**src/rtl/mult_share_ctrl_pkg.sv**
```systemverilog
`default_nettype none
// ============================================================================
// Module   : mult_share_ctrl_pkg
// Brief    : Shared types and constants for the multiplier-sharing controller.
// Revision : 1.0 - initial release
// ============================================================================
package mult_share_ctrl_pkg;

    localparam int MUL_W  = 16;
    localparam int PROD_W = 32;

    typedef enum logic [1:0] {
        IDLE  = 2'd0,
        ISSUE = 2'd1,
        WAIT  = 2'd2,
        RESP  = 2'd3
    } state_e;

    // Index width that stays legal (>=1) even for a single entry.
    function automatic int idx_width(input int n);
        return (n > 1) ? $clog2(n) : 1;
    endfunction

endpackage
`default_nettype wire

```
**src/rtl/mult_share_ctrl_if.sv**
```systemverilog
`default_nettype none
// ============================================================================
// Module   : mult_share_ctrl_if
// Brief    : Request, response and multiplier-side signals of the controller.
// Revision : 1.0 - initial release
// ============================================================================
interface mult_share_ctrl_if
    import mult_share_ctrl_pkg::*;
#(
    parameter int NREQ = 4
) ();

    localparam int IDW = idx_width(NREQ);

    logic [NREQ-1:0]       req_valid;
    logic [NREQ-1:0]       req_ready;
    logic [MUL_W*NREQ-1:0] req_a;
    logic [MUL_W*NREQ-1:0] req_b;
    logic                  resp_valid;
    logic                  resp_ready;
    logic [IDW-1:0]        resp_id;
    logic [PROD_W-1:0]     resp_y;
    logic                  mul_en;
    logic [MUL_W-1:0]      mul_a;
    logic [MUL_W-1:0]      mul_b;
    logic [PROD_W-1:0]     mul_y;
    logic                  busy;

    modport slave (
        input  req_valid, req_a, req_b, resp_ready, mul_y,
        output req_ready, resp_valid, resp_id, resp_y, mul_en, mul_a, mul_b, busy
    );

    modport master (
        output req_valid, req_a, req_b, resp_ready, mul_y,
        input  req_ready, resp_valid, resp_id, resp_y, mul_en, mul_a, mul_b, busy
    );

endinterface
`default_nettype wire

```
**src/rtl/mult_share_ctrl_arb.sv**
```systemverilog
`default_nettype none
// ============================================================================
// Module   : rr_arbiter_onehot
// Brief    : Combinational round-robin pick, searching upward from ptr+1.
// Revision : 1.0 - initial release
// ============================================================================
module rr_arbiter_onehot
    import mult_share_ctrl_pkg::*;
#(
    parameter  int NREQ = 4,
    localparam int IDW  = idx_width(NREQ)
) (
    input  wire logic [NREQ-1:0] i_req_valid,
    input  wire logic [IDW-1:0]  i_ptr,
    output logic      [NREQ-1:0] o_grant,
    output logic      [IDW-1:0]  o_idx,
    output logic                 o_any
);

    always_comb begin
        o_grant = '0;
        o_idx   = '0;
        o_any   = 1'b0;
        // Outer loop walks priority order; inner loop keeps every bit index constant.
        for (int off = 1; off <= NREQ; off++) begin
            for (int i = 0; i < NREQ; i++) begin
                if (!o_any && i_req_valid[i] && (((int'(i_ptr) + off) % NREQ) == i)) begin
                    o_any      = 1'b1;
                    o_grant[i] = 1'b1;
                    o_idx      = IDW'(i);
                end
            end
        end
    end

endmodule
`default_nettype wire

```
**src/rtl/mult_share_ctrl.sv**
```systemverilog
`default_nettype none
// ============================================================================
// Module   : mult_share_ctrl
// Brief    : Round-robin sharing of one clock-gated 16x16 multiplier.
//            Optional MULT_SHARE_CTRL_ZERO_BYPASS_EN skips the multiplier for
//            zero operands.
// Revision : 1.0 - initial release
// ============================================================================
module mult_share_ctrl
    import mult_share_ctrl_pkg::*;
#(
    parameter int NREQ    = 4,
    parameter int MUL_LAT = 1
) (
    input wire logic        clk,
    input wire logic        rst,
    mult_share_ctrl_if.slave bus
);

    localparam int IDW = idx_width(NREQ);
    localparam int CW  = idx_width(MUL_LAT) + 1;

    localparam logic [1:0] ST_IDLE  = IDLE;
    localparam logic [1:0] ST_ISSUE = ISSUE;
    localparam logic [1:0] ST_WAIT  = WAIT;
    localparam logic [1:0] ST_RESP  = RESP;

    logic [1:0]        r_state;
    logic [IDW-1:0]    r_ptr;
    logic [IDW-1:0]    r_resp_id;
    logic [PROD_W-1:0] r_resp_y;
    logic [MUL_W-1:0]  r_mul_a;
    logic [MUL_W-1:0]  r_mul_b;
    logic              r_mul_en;
    logic [CW-1:0]     r_cnt;

    logic [NREQ-1:0]   w_grant;
    logic [IDW-1:0]    w_idx;
    logic              w_any;
    logic [MUL_W-1:0]  w_gnt_a;
    logic [MUL_W-1:0]  w_gnt_b;
    logic              w_zero;

    rr_arbiter_onehot #(.NREQ(NREQ)) u_arb (
        .i_req_valid (bus.req_valid),
        .i_ptr       (r_ptr),
        .o_grant     (w_grant),
        .o_idx       (w_idx),
        .o_any       (w_any)
    );

    assign w_gnt_a = bus.req_a[int'(w_idx)*MUL_W +: MUL_W];
    assign w_gnt_b = bus.req_b[int'(w_idx)*MUL_W +: MUL_W];

`ifdef MULT_SHARE_CTRL_ZERO_BYPASS_EN
    assign w_zero = (w_gnt_a == '0) || (w_gnt_b == '0);
`else
    assign w_zero = 1'b0;
`endif

    always_ff @(posedge clk) begin
        if (rst) begin
            r_state   <= ST_IDLE;
            r_ptr     <= IDW'(NREQ - 1);
            r_resp_id <= '0;
            r_resp_y  <= '0;
            r_mul_a   <= '0;
            r_mul_b   <= '0;
            r_mul_en  <= 1'b0;
            r_cnt     <= '0;
        end else begin
            // Registered enable keeps the gating signal glitch-free and one cycle wide.
            r_mul_en <= 1'b0;
            case (r_state)
                ST_IDLE: begin
                    if (w_any) begin
                        r_ptr     <= w_idx;
                        r_resp_id <= w_idx;
                        if (w_zero) begin
                            r_resp_y <= '0;
                            r_state  <= ST_RESP;
                        end else begin
                            r_mul_a  <= w_gnt_a;
                            r_mul_b  <= w_gnt_b;
                            r_mul_en <= 1'b1;
                            r_state  <= ST_ISSUE;
                        end
                    end
                end
                ST_ISSUE: begin
                    if (MUL_LAT == 1) begin
                        r_resp_y <= bus.mul_y;
                        r_state  <= ST_RESP;
                    end else begin
                        r_cnt   <= CW'(MUL_LAT - 2);
                        r_state <= ST_WAIT;
                    end
                end
                ST_WAIT: begin
                    if (r_cnt == '0) begin
                        r_resp_y <= bus.mul_y;
                        r_state  <= ST_RESP;
                    end else begin
                        r_cnt <= r_cnt - CW'(1);
                    end
                end
                ST_RESP: begin
                    if (bus.resp_ready) begin
                        r_state <= ST_IDLE;
                    end
                end
                default: r_state <= ST_IDLE;
            endcase
        end
    end

    assign bus.req_ready  = (r_state == ST_IDLE) ? w_grant : '0;
    assign bus.resp_valid = (r_state == ST_RESP);
    assign bus.resp_id    = r_resp_id;
    assign bus.resp_y     = r_resp_y;
    assign bus.mul_en     = r_mul_en;
    assign bus.mul_a      = r_mul_a;
    assign bus.mul_b      = r_mul_b;
    assign bus.busy       = (r_state != ST_IDLE);

endmodule
`default_nettype wire

```
**src/flat_wrapper.sv**
```systemverilog
// flat-port wrapper written by rule: the top's interface ports become plain ports
module mult_share_ctrl_flat import mult_share_ctrl_pkg::*;
#(
    parameter int NREQ    = 4,
    parameter int MUL_LAT = 1
)
  (clk, rst, bus_req_valid, bus_req_a, bus_req_b, bus_resp_ready, bus_mul_y, bus_req_ready, bus_resp_valid, bus_resp_id, bus_resp_y, bus_mul_en, bus_mul_a, bus_mul_b, bus_busy);
  mult_share_ctrl_if #(.NREQ(NREQ)) bus_i ();
  input wire logic clk;
  input wire logic rst;
  input wire logic [$bits(bus_i.req_valid)-1:0] bus_req_valid;
  input wire logic [$bits(bus_i.req_a)-1:0] bus_req_a;
  input wire logic [$bits(bus_i.req_b)-1:0] bus_req_b;
  input wire logic [$bits(bus_i.resp_ready)-1:0] bus_resp_ready;
  input wire logic [$bits(bus_i.mul_y)-1:0] bus_mul_y;
  output wire logic [$bits(bus_i.req_ready)-1:0] bus_req_ready;
  output wire logic [$bits(bus_i.resp_valid)-1:0] bus_resp_valid;
  output wire logic [$bits(bus_i.resp_id)-1:0] bus_resp_id;
  output wire logic [$bits(bus_i.resp_y)-1:0] bus_resp_y;
  output wire logic [$bits(bus_i.mul_en)-1:0] bus_mul_en;
  output wire logic [$bits(bus_i.mul_a)-1:0] bus_mul_a;
  output wire logic [$bits(bus_i.mul_b)-1:0] bus_mul_b;
  output wire logic [$bits(bus_i.busy)-1:0] bus_busy;
  assign bus_i.req_valid = bus_req_valid;
  assign bus_i.req_a = bus_req_a;
  assign bus_i.req_b = bus_req_b;
  assign bus_i.resp_ready = bus_resp_ready;
  assign bus_i.mul_y = bus_mul_y;
  assign bus_req_ready = bus_i.req_ready;
  assign bus_resp_valid = bus_i.resp_valid;
  assign bus_resp_id = bus_i.resp_id;
  assign bus_resp_y = bus_i.resp_y;
  assign bus_mul_en = bus_i.mul_en;
  assign bus_mul_a = bus_i.mul_a;
  assign bus_mul_b = bus_i.mul_b;
  assign bus_busy = bus_i.busy;
  mult_share_ctrl #(.NREQ(NREQ), .MUL_LAT(MUL_LAT)) u_core (.clk(clk), .rst(rst), .bus(bus_i));
endmodule
```
**config.mk**
```make
export PLATFORM = sky130hd
export DESIGN_NAME = mult_share_ctrl_flat
export DESIGN_NICKNAME = d
export VERILOG_FILES = /design/src/rtl/mult_share_ctrl_pkg.sv /design/src/rtl/mult_share_ctrl_if.sv /design/src/rtl/mult_share_ctrl_arb.sv /design/src/rtl/mult_share_ctrl.sv /design/src/flat_wrapper.sv
export SDC_FILE = /design/constraint.sdc
export NUM_CORES = 1
export LEC_CHECK = 0
export CAP_MARGIN = 20
export CORE_MARGIN = 3
export CORE_UTILIZATION = 37
export CTS_CLUSTER_SIZE = 10
export DETAILED_ROUTE_END_ITERATION = 10
export PLACE_DENSITY = 0.81
export SYNTH_ARGS = -nofsm -noshare
export SYNTH_HDL_FRONTEND = slang
export SYNTH_HIERARCHICAL = 1
export SYNTH_SLANG_ARGS = --single-unit
```
**constraint.sdc**
```tcl
create_clock -name clk -period 3.15 [get_ports clk]
set_clock_uncertainty 0.2 [all_clocks]
set_input_delay 0.945 -clock clk [delete_from_list [all_inputs] [get_ports clk]]
set_output_delay 0.945 -clock clk [all_outputs]
set_load 0.01 [all_outputs]
```
; ---- Word level (Yosys, flattened, before mapping)
; Index checks and enable logic that the tools add are counted.
[classes]
shift = 2
n_mux = 54
addsub = 5
eq_ne = 18
bitwise_logic = 6
n_reduce_logical = 63
[ops]
columns = op, count
row1 = $logic_not A32 Y1, 4
row2 = $shiftx A64 B7 Y16, 2
row3 = $pmux W32 S2, 1
row4 = $mux W2, 17
row5 = $mux W1, 33
row6 = $mux W32, 1
row7 = $logic_and A1 B1 Y1, 31
row8 = $eq A3 B3 Y1 const B, 8
row9 = $logic_not A1 Y1, 15
row10 = $eq A3 B2 Y1 const B, 4
row11 = $reduce_or A2 Y1, 5
row12 = $pmux W2 S4, 1
row13 = $reduce_and A2 Y1, 3
row14 = $add A2 B1 Y2 const B, 2
row15 = $add A2 B2 Y2 const B, 2
row16 = $and A1 B1 Y1 const A, 4
row17 = $eq A2 B2 Y1 const B, 2
row18 = $logic_not A2 Y1, 2
row19 = $mux W4, 1
row20 = $ne A2 B2 Y1 const B, 2
row21 = $reduce_bool A2 Y1, 2
row22 = $reduce_and A3 Y1, 1
row23 = $eq A2 B1 Y1 const B, 1
row24 = $ne A2 B1 Y1 const B, 1
row25 = 2 further kinds, 3
[totals]
ff_bits = 73

; ---- Depth between registers and ports, before layout
; Gate-level depths: netlist (run 1).
[logic_depth]
word_depth = 68
mapped_depth = 9
depth_no_buf = 6

; ---- Modules after synthesis
; Netlist (run 1), hierarchy kept.
[modules_own_cells]
columns = mod, seq_area_each_um2, cells_each, instances, area_per_inst_um2
row1 = mult_share_ctrl, 1461.4, 372, 1, 3648.5
row2 = rr_arbiter_onehot, 0.0, 24, 1, 151.4

; ---- Worst setup path after synthesis (run 1)
; Ideal clock, no wire load.
[synth_timing]
kind = in2out
from = in bus_req_valid[1]
to = out bus_req_ready[3]
n_path_buf = 0
setup_slack_ns = 0.476
t_arrival_ns = 1.529
t_required_ns = 2.005
path_stages = 4
path_cell_list = and2b_4 > o22ai_1 > a32o_1 > and2_1
[synth_via]
elab_chain_cells = 60
[synth_rtl]
columns = item, line
row1 = from (decl), flat_wrapper.sv:11  ; input wire logic [$bits(bus_i.req_valid)-1:0] bus_req_valid;
row2 = $logic_and A1 B1 Y1 (2 in a row), mult_share_ctrl_arb.sv:27  ; if (!o_any && i_req_valid[i] && (((int'(i_ptr) + off) % NREQ) == i)) begin
row3 = $mux W1, mult_share_ctrl_arb.sv:27
row4 = $logic_not A1 Y1, mult_share_ctrl_arb.sv:27
row5 = $logic_and A1 B1 Y1 (2 in a row), mult_share_ctrl_arb.sv:27
row6 = $mux W1, mult_share_ctrl_arb.sv:27
row7 = $logic_not A1 Y1, mult_share_ctrl_arb.sv:27
row8 = $logic_and A1 B1 Y1 (2 in a row), mult_share_ctrl_arb.sv:27
row9 = $mux W1, mult_share_ctrl_arb.sv:27
row10 = (+40 left out), --
row11 = $logic_not A1 Y1, mult_share_ctrl_arb.sv:27
row12 = $logic_and A1 B1 Y1 (2 in a row), mult_share_ctrl_arb.sv:27
row13 = $mux W1, mult_share_ctrl_arb.sv:27
row14 = $logic_not A1 Y1, mult_share_ctrl_arb.sv:27
row15 = $logic_and A1 B1 Y1 (2 in a row), mult_share_ctrl_arb.sv:27
row16 = $mux W1 (*), mult_share_ctrl_arb.sv:27
row17 = named net u_core.w_grant[3], mult_share_ctrl.sv:37  ; logic [NREQ-1:0] w_grant;
row18 = $mux W4 (*), mult_share_ctrl.sv:117  ; assign bus.req_ready = (r_state == ST_IDLE) ? w_grant : '0;
row19 = to (decl), flat_wrapper.sv:16  ; output wire logic [$bits(bus_i.req_ready)-1:0] bus_req_ready;
; The timed path passes the listed nets; every way through them passes the cells marked *.

; ---- Worst setup path after layout (run 1)
[layout_timing]
from = in bus_req_valid[1]
to = out bus_req_ready[2]
[layout_via]
elab_chain_cells = 56
[layout_rtl]
columns = item, line
row1 = $logic_and A1 B1 Y1 (2 in a row), mult_share_ctrl_arb.sv:27
row2 = $mux W1, mult_share_ctrl_arb.sv:27
row3 = $logic_not A1 Y1, mult_share_ctrl_arb.sv:27
row4 = $logic_and A1 B1 Y1 (2 in a row), mult_share_ctrl_arb.sv:27
row5 = $mux W1, mult_share_ctrl_arb.sv:27
row6 = $logic_not A1 Y1, mult_share_ctrl_arb.sv:27
row7 = $logic_and A1 B1 Y1 (2 in a row), mult_share_ctrl_arb.sv:27
row8 = $mux W1, mult_share_ctrl_arb.sv:27
row9 = (+36 left out), --
row10 = $logic_not A1 Y1, mult_share_ctrl_arb.sv:27
row11 = $logic_and A1 B1 Y1 (2 in a row), mult_share_ctrl_arb.sv:27
row12 = $mux W1, mult_share_ctrl_arb.sv:27
row13 = $logic_not A1 Y1, mult_share_ctrl_arb.sv:27
row14 = $logic_and A1 B1 Y1 (2 in a row), mult_share_ctrl_arb.sv:27
row15 = $mux W1 (*), mult_share_ctrl_arb.sv:27
row16 = named net u_core.w_grant[2], mult_share_ctrl.sv:37
row17 = $mux W4 (*), mult_share_ctrl.sv:117
; Marked as above.

==> results of run 1 <==
state kept, by name, summed over array words and instances (netlist names):
register and flops:
u_core/bus.resp_y 32, u_core/bus.mul_b 16, u_core/r_cnt 2, u_core/bus.mul_en 1, u_core/r_state 2, u_core/bus.resp_id 2
u_core/bus.mul_a 16, u_core/r_ptr 2
worst register-to-register path: stages (launching register included):
cell and delay [ns]:
sky130_fd_sc_hd__dfxtp_1 0.43, sky130_fd_sc_hd__and2b_4 0.22, sky130_fd_sc_hd__buf_4 0.13, sky130_fd_sc_hd__buf_4 0.13, sky130_fd_sc_hd__nor3_1 0.20, sky130_fd_sc_hd__buf_4 0.16, sky130_fd_sc_hd__o32ai_4 0.11, sky130_fd_sc_hd__buf_12 0.19
sky130_fd_sc_hd__buf_4 0.15, sky130_fd_sc_hd__mux2_4 0.29, sky130_fd_sc_hd__a22oi_2 0.14, sky130_fd_sc_hd__o21ai_1 0.08
cells in the final DEF, fill, tap and decap left out, types with 3 or more instances in the layout:
cell	n
sky130_fd_sc_hd__nand2_1	70
sky130_fd_sc_hd__clkdlybuf4s15_2	3
sky130_fd_sc_hd__a21oi_1	37
sky130_fd_sc_hd__ha_1	6
sky130_fd_sc_hd__mux2_1	11
sky130_fd_sc_hd__and2_1	4
sky130_fd_sc_hd__dfxtp_1	73
sky130_fd_sc_hd__o21ai_1	31
sky130_fd_sc_hd__nor2_1	9
sky130_fd_sc_hd__mux2_2	19
sky130_fd_sc_hd__buf_12	4
sky130_fd_sc_hd__buf_4	28
sky130_fd_sc_hd__a22oi_2	30
sky130_fd_sc_hd__inv_1	8
sky130_fd_sc_hd__nand2b_1	4
sky130_fd_sc_hd__mux2_4	4
sky130_fd_sc_hd__mux2i_1	33
sky130_fd_sc_hd__clkdlybuf4s50_1	231
sky130_fd_sc_hd__clkbuf_8	10
cell families after synthesis:
kind of cell | share of synthesized area [%]
AO/OA/AOI/OAI | 22.4
flip-flops | 38.5
AND/OR/NAND/NOR | 11.0
XOR/XNOR | 0.231
multiplexers | 19.4
buffers and inverters | 6.55
adder cells (fa/ha/maj) | 1.98
per-stage QoR:
| stage | util [%] | setup TNS [ns] | total power, mW | std cells | setup WS [ns] |
|---|---|---|---|---|---|
| 3_5_place_dp | 65.4 | -12.37 | 2.89 | 769 | -0.600 |
| 4_1_cts | 67.7 | 0 | 3.71 | 784 | 0.00145 |
| 6_report | 67.9 | 0 | 3.69 | 786 | 0.0185 |
| 5_1_grt | 67.9 | -0.101 | 3.90 | 786 | -0.0842 |
| 3_3_place_gp | 65.4 | -8.87 | 2.84 | 769 | -0.477 |
| 2_1_floorplan | - | 0 | 2.09 | 396 | 0.476 |
area by class of cell:
type	instances	area, um^2	area share [%]
Tap cell	133	166	2.48
Inverter	9	33.8	0.504
Clock inverter	5	80.1	1.20
Multi-Input combinational cell	284	2140	31.9
Timing Repair Buffer	272	2690	40.1
Sequential cell	73	1460	21.8
Clock buffer	10	138	2.05
final timing paths:
path                                                            to  slack, ns
worst min-delay path            u_core/bus.resp_y[28]$_SDFFE_PP0P_       0.26
worst max register to register   u_core/bus.mul_a[12]$_SDFFE_PP0P_       0.62
worst min register to register  u_core/bus.resp_y[28]$_SDFFE_PP0P_       0.26
worst max-delay path                              bus_req_ready[2]       0.02
power by group through the flow:
stage               combinational [mW]  sequential, mW  clock, mW
CTS                               1.65            1.22      0.836
global route                      1.77            1.25      0.885
detailed placement                1.64            1.24          0
floorplan                        0.785            1.31          0
finish                            1.65            1.23      0.818
global placement                  1.61            1.23          0
metal layers:
layer  vias to the layer above  global-route usage, %  part of all wire (%)
met3                        21                   8.94                    11
met5                         -                      0                     0
met4                         0                   6.76                   2.0
li1                       1901                      -                     -
met2                       182                   38.0                    49
met1                      1792                   24.3                    38
timing repair:
item,CTS,global route
setup buffers,0,2
pin swaps,2,2
gates resized for setup,20,5
setup endpoints to repair,5,3
==> results list, run 1 <==
- Number of max-slew violations in the final report: 0
- Across every metal layer, demand over resource in global routing totals 21.8%.
- The routed layout has 3,896 vias.
- Cell accounting for the most synthesized area: sky130_fd_sc_hd__dfxtp_1
- Clock tree synthesis selected as its root buffer the cell sky130_fd_sc_hd__clkbuf_8.
- Total nets after synthesis: 569
- On the worst path, the slowest cell contributes a delay of 0.23 ns.
* Critical path data arrival time: 1.99 ns
- Final Hold Violating Endpoints: 0
* Static power due to leakage: around 2.6 nW
- Buffers on Ports: approximately 240
* Worst min path class: flip-flop to flip-flop
- In the routed design, unresolved DRC markers number 0.
- Number of global-route vias before repair: 3,948
- Mean post-synth cell area: 9.60 um^2
* First-pass GRT wire length: 19.9 mm
* Final clock period utilization by the worst path: between 90% and 100%
- Pin count of the biggest net entering global routing: 44
* Series of cell instances along the critical path: clkdlybuf4s15_2 -> buf_6 -> nor2_1 -> o221a_2 -> and2_1 -> clkdlybuf4s15_1
- The smallest clock period supported by the final layout is computed as 3.13 ns.
- # setup viols final: 0
* Count of inserted antenna diode cells: 0
- The startpoint identified for the worst register-to-register timing path is u_core/r_ptr[0]$_SDFFE_PP1P_.
- By startpoint and endpoint, the worst setup path is classified as input pin to output port.
- Clock Sink Count: 73
- Crit path max-delay cell type: sky130_fd_sc_hd__clkdlybuf4s15_1
* Switch Pwr: 1.20 mW
- Post-route antenna net violation count: 0
- Switching part of the total power: 32.4%
- Of the synthesized area, sequential elements account for between 30 and 40%.
- Across the VDD grid, the largest voltage drop is 0.000297 V.
- Derived from the worst setup path, the maximum achievable clock frequency is 0.319 GHz.
* Top area cells in the synthesized netlist: sky130_fd_sc_hd__dfxtp_1 (38%), sky130_fd_sc_hd__a22oi_2 (9.9%), sky130_fd_sc_hd__mux2i_1 (9.0%)
- The cell family contributing the most delay on the critical path is buffers and inverters.
* Number of CTS-inserted buffers: 9
- Routed WL per cell: about 17 um
- Clock-pin transition on the worst setup and hold timing paths: roughly 0.070 ns
* Sequential power share: 33.2%
* Routed wire length: 13.1 mm
* Iter 0 DRT Violations: 184
- Once placement finished, the instance area stood at about 6500 um^2.
- Distinct cell type count after synthesis: 41
- At the worst endpoint, the required time is ~2 ns.
- The H-tree was split into 3 levels.
- After synthesis the cells add up to 3800 um^2.
- The internal power of the cells totals roughly 2.5 mW.
- After synthesis, the share of flip-flops with an asynchronous set or reset is 0%.
* Std cell rows: 36
- The worst hold path passes through 2 cells.
* Layout fillers: 776
* Initial DRT Pass Iterations: 4
* Seq cells post-synth: 73
- In this run the most critical hold path is launched from u_core/bus.resp_y[28]$_SDFFE_PP0P_.
- Growth of design area from synthesis to finish: 76.3%
- After clock tree synthesis, the flow added hold-fix buffers numbering 0.
- After technology mapping, the gate count stands at about 400.
- In this run the worst path has a maximum fanout of 6.
- In this run the number of cells on the critical path is 6.
- Dividing the detail-routed via count by the number of cells gives 4.96.
* Die Y: 107 um
- TritonCTS built the clock tree.
- The share of total power dissipated in the clock network is 22.2%.
- Pwr Density: 551 nW/um^2
- In the final design database the tool counted about 800 nets.
- Most used standard cell by instance count after synthesis: sky130_fd_sc_hd__dfxtp_1
- Buffers & Inverters on Critical Path: 3
* Logic depth of the worst register-to-register path: 11
* Top-level port count: 240
- After routing the design area is ~6700 um^2.
* Maxcap violations: 0
- The run finished with clean final reports.
- Of the total power, combinational logic draws between 40% and 50%.
- Die Outline Area: 11,500 um^2
* Maximum buffer depth of the clock tree: 2
* Area inside the core boundary: 9860 um^2
- Among all flip-flop cells after synthesis, the most frequent one is sky130_fd_sc_hd__dfxtp_1.
- The top cell type by area accounts for 38.5% of the synthesized area.
- Worst Hold Slack: 0.255 ns
* Clock latency on the worst-skew pair: 0.35 ns
- For this configuration, the core starts out at a cell density of 38.5%.
- Startpoint of the most critical setup path: bus_req_valid[1]
- Routability-driven placement finished with a final weighted congestion of 0.807.
* HPWL Detailed: 10.1 mm
* Number of synthesis warnings: 6
- Category of the worst setup path launch point: input pin
* Pin slew with the least headroom to its limit: 0.557 ns
- Relative slew slack: 62.8%
* Ratio of cells with drive above 1 in the final layout: 18.2%
* EDFF count, synth: 0
* Initial antenna violation count: 0
* Global route overflow: 0
- The commonest cells after synthesis are sky130_fd_sc_hd__dfxtp_1 (73), sky130_fd_sc_hd__nand2_1 (70), sky130_fd_sc_hd__a21oi_1 (39), sky130_fd_sc_hd__mux2i_1 (34), sky130_fd_sc_hd__o21ai_1 (31).
- The die is 107 um wide.
* Kind of capture point of the worst setup path: output port
Note: power is estimated with default switching activity, not from simulation.
==> inputs of run 2 (changes only) <==
--- a/config.mk
+++ b/config.mk
@@ -11,6 +11,7 @@
 export CTS_CLUSTER_SIZE = 10
 export DETAILED_ROUTE_END_ITERATION = 10
 export PLACE_DENSITY = 0.81
+export SLEW_MARGIN = 20
 export SYNTH_ARGS = -nofsm -noshare
 export SYNTH_HDL_FRONTEND = slang
 export SYNTH_HIERARCHICAL = 1
==> results of run 2 <==
No change in the layout: final DEF, timing and power equal those of run 1.
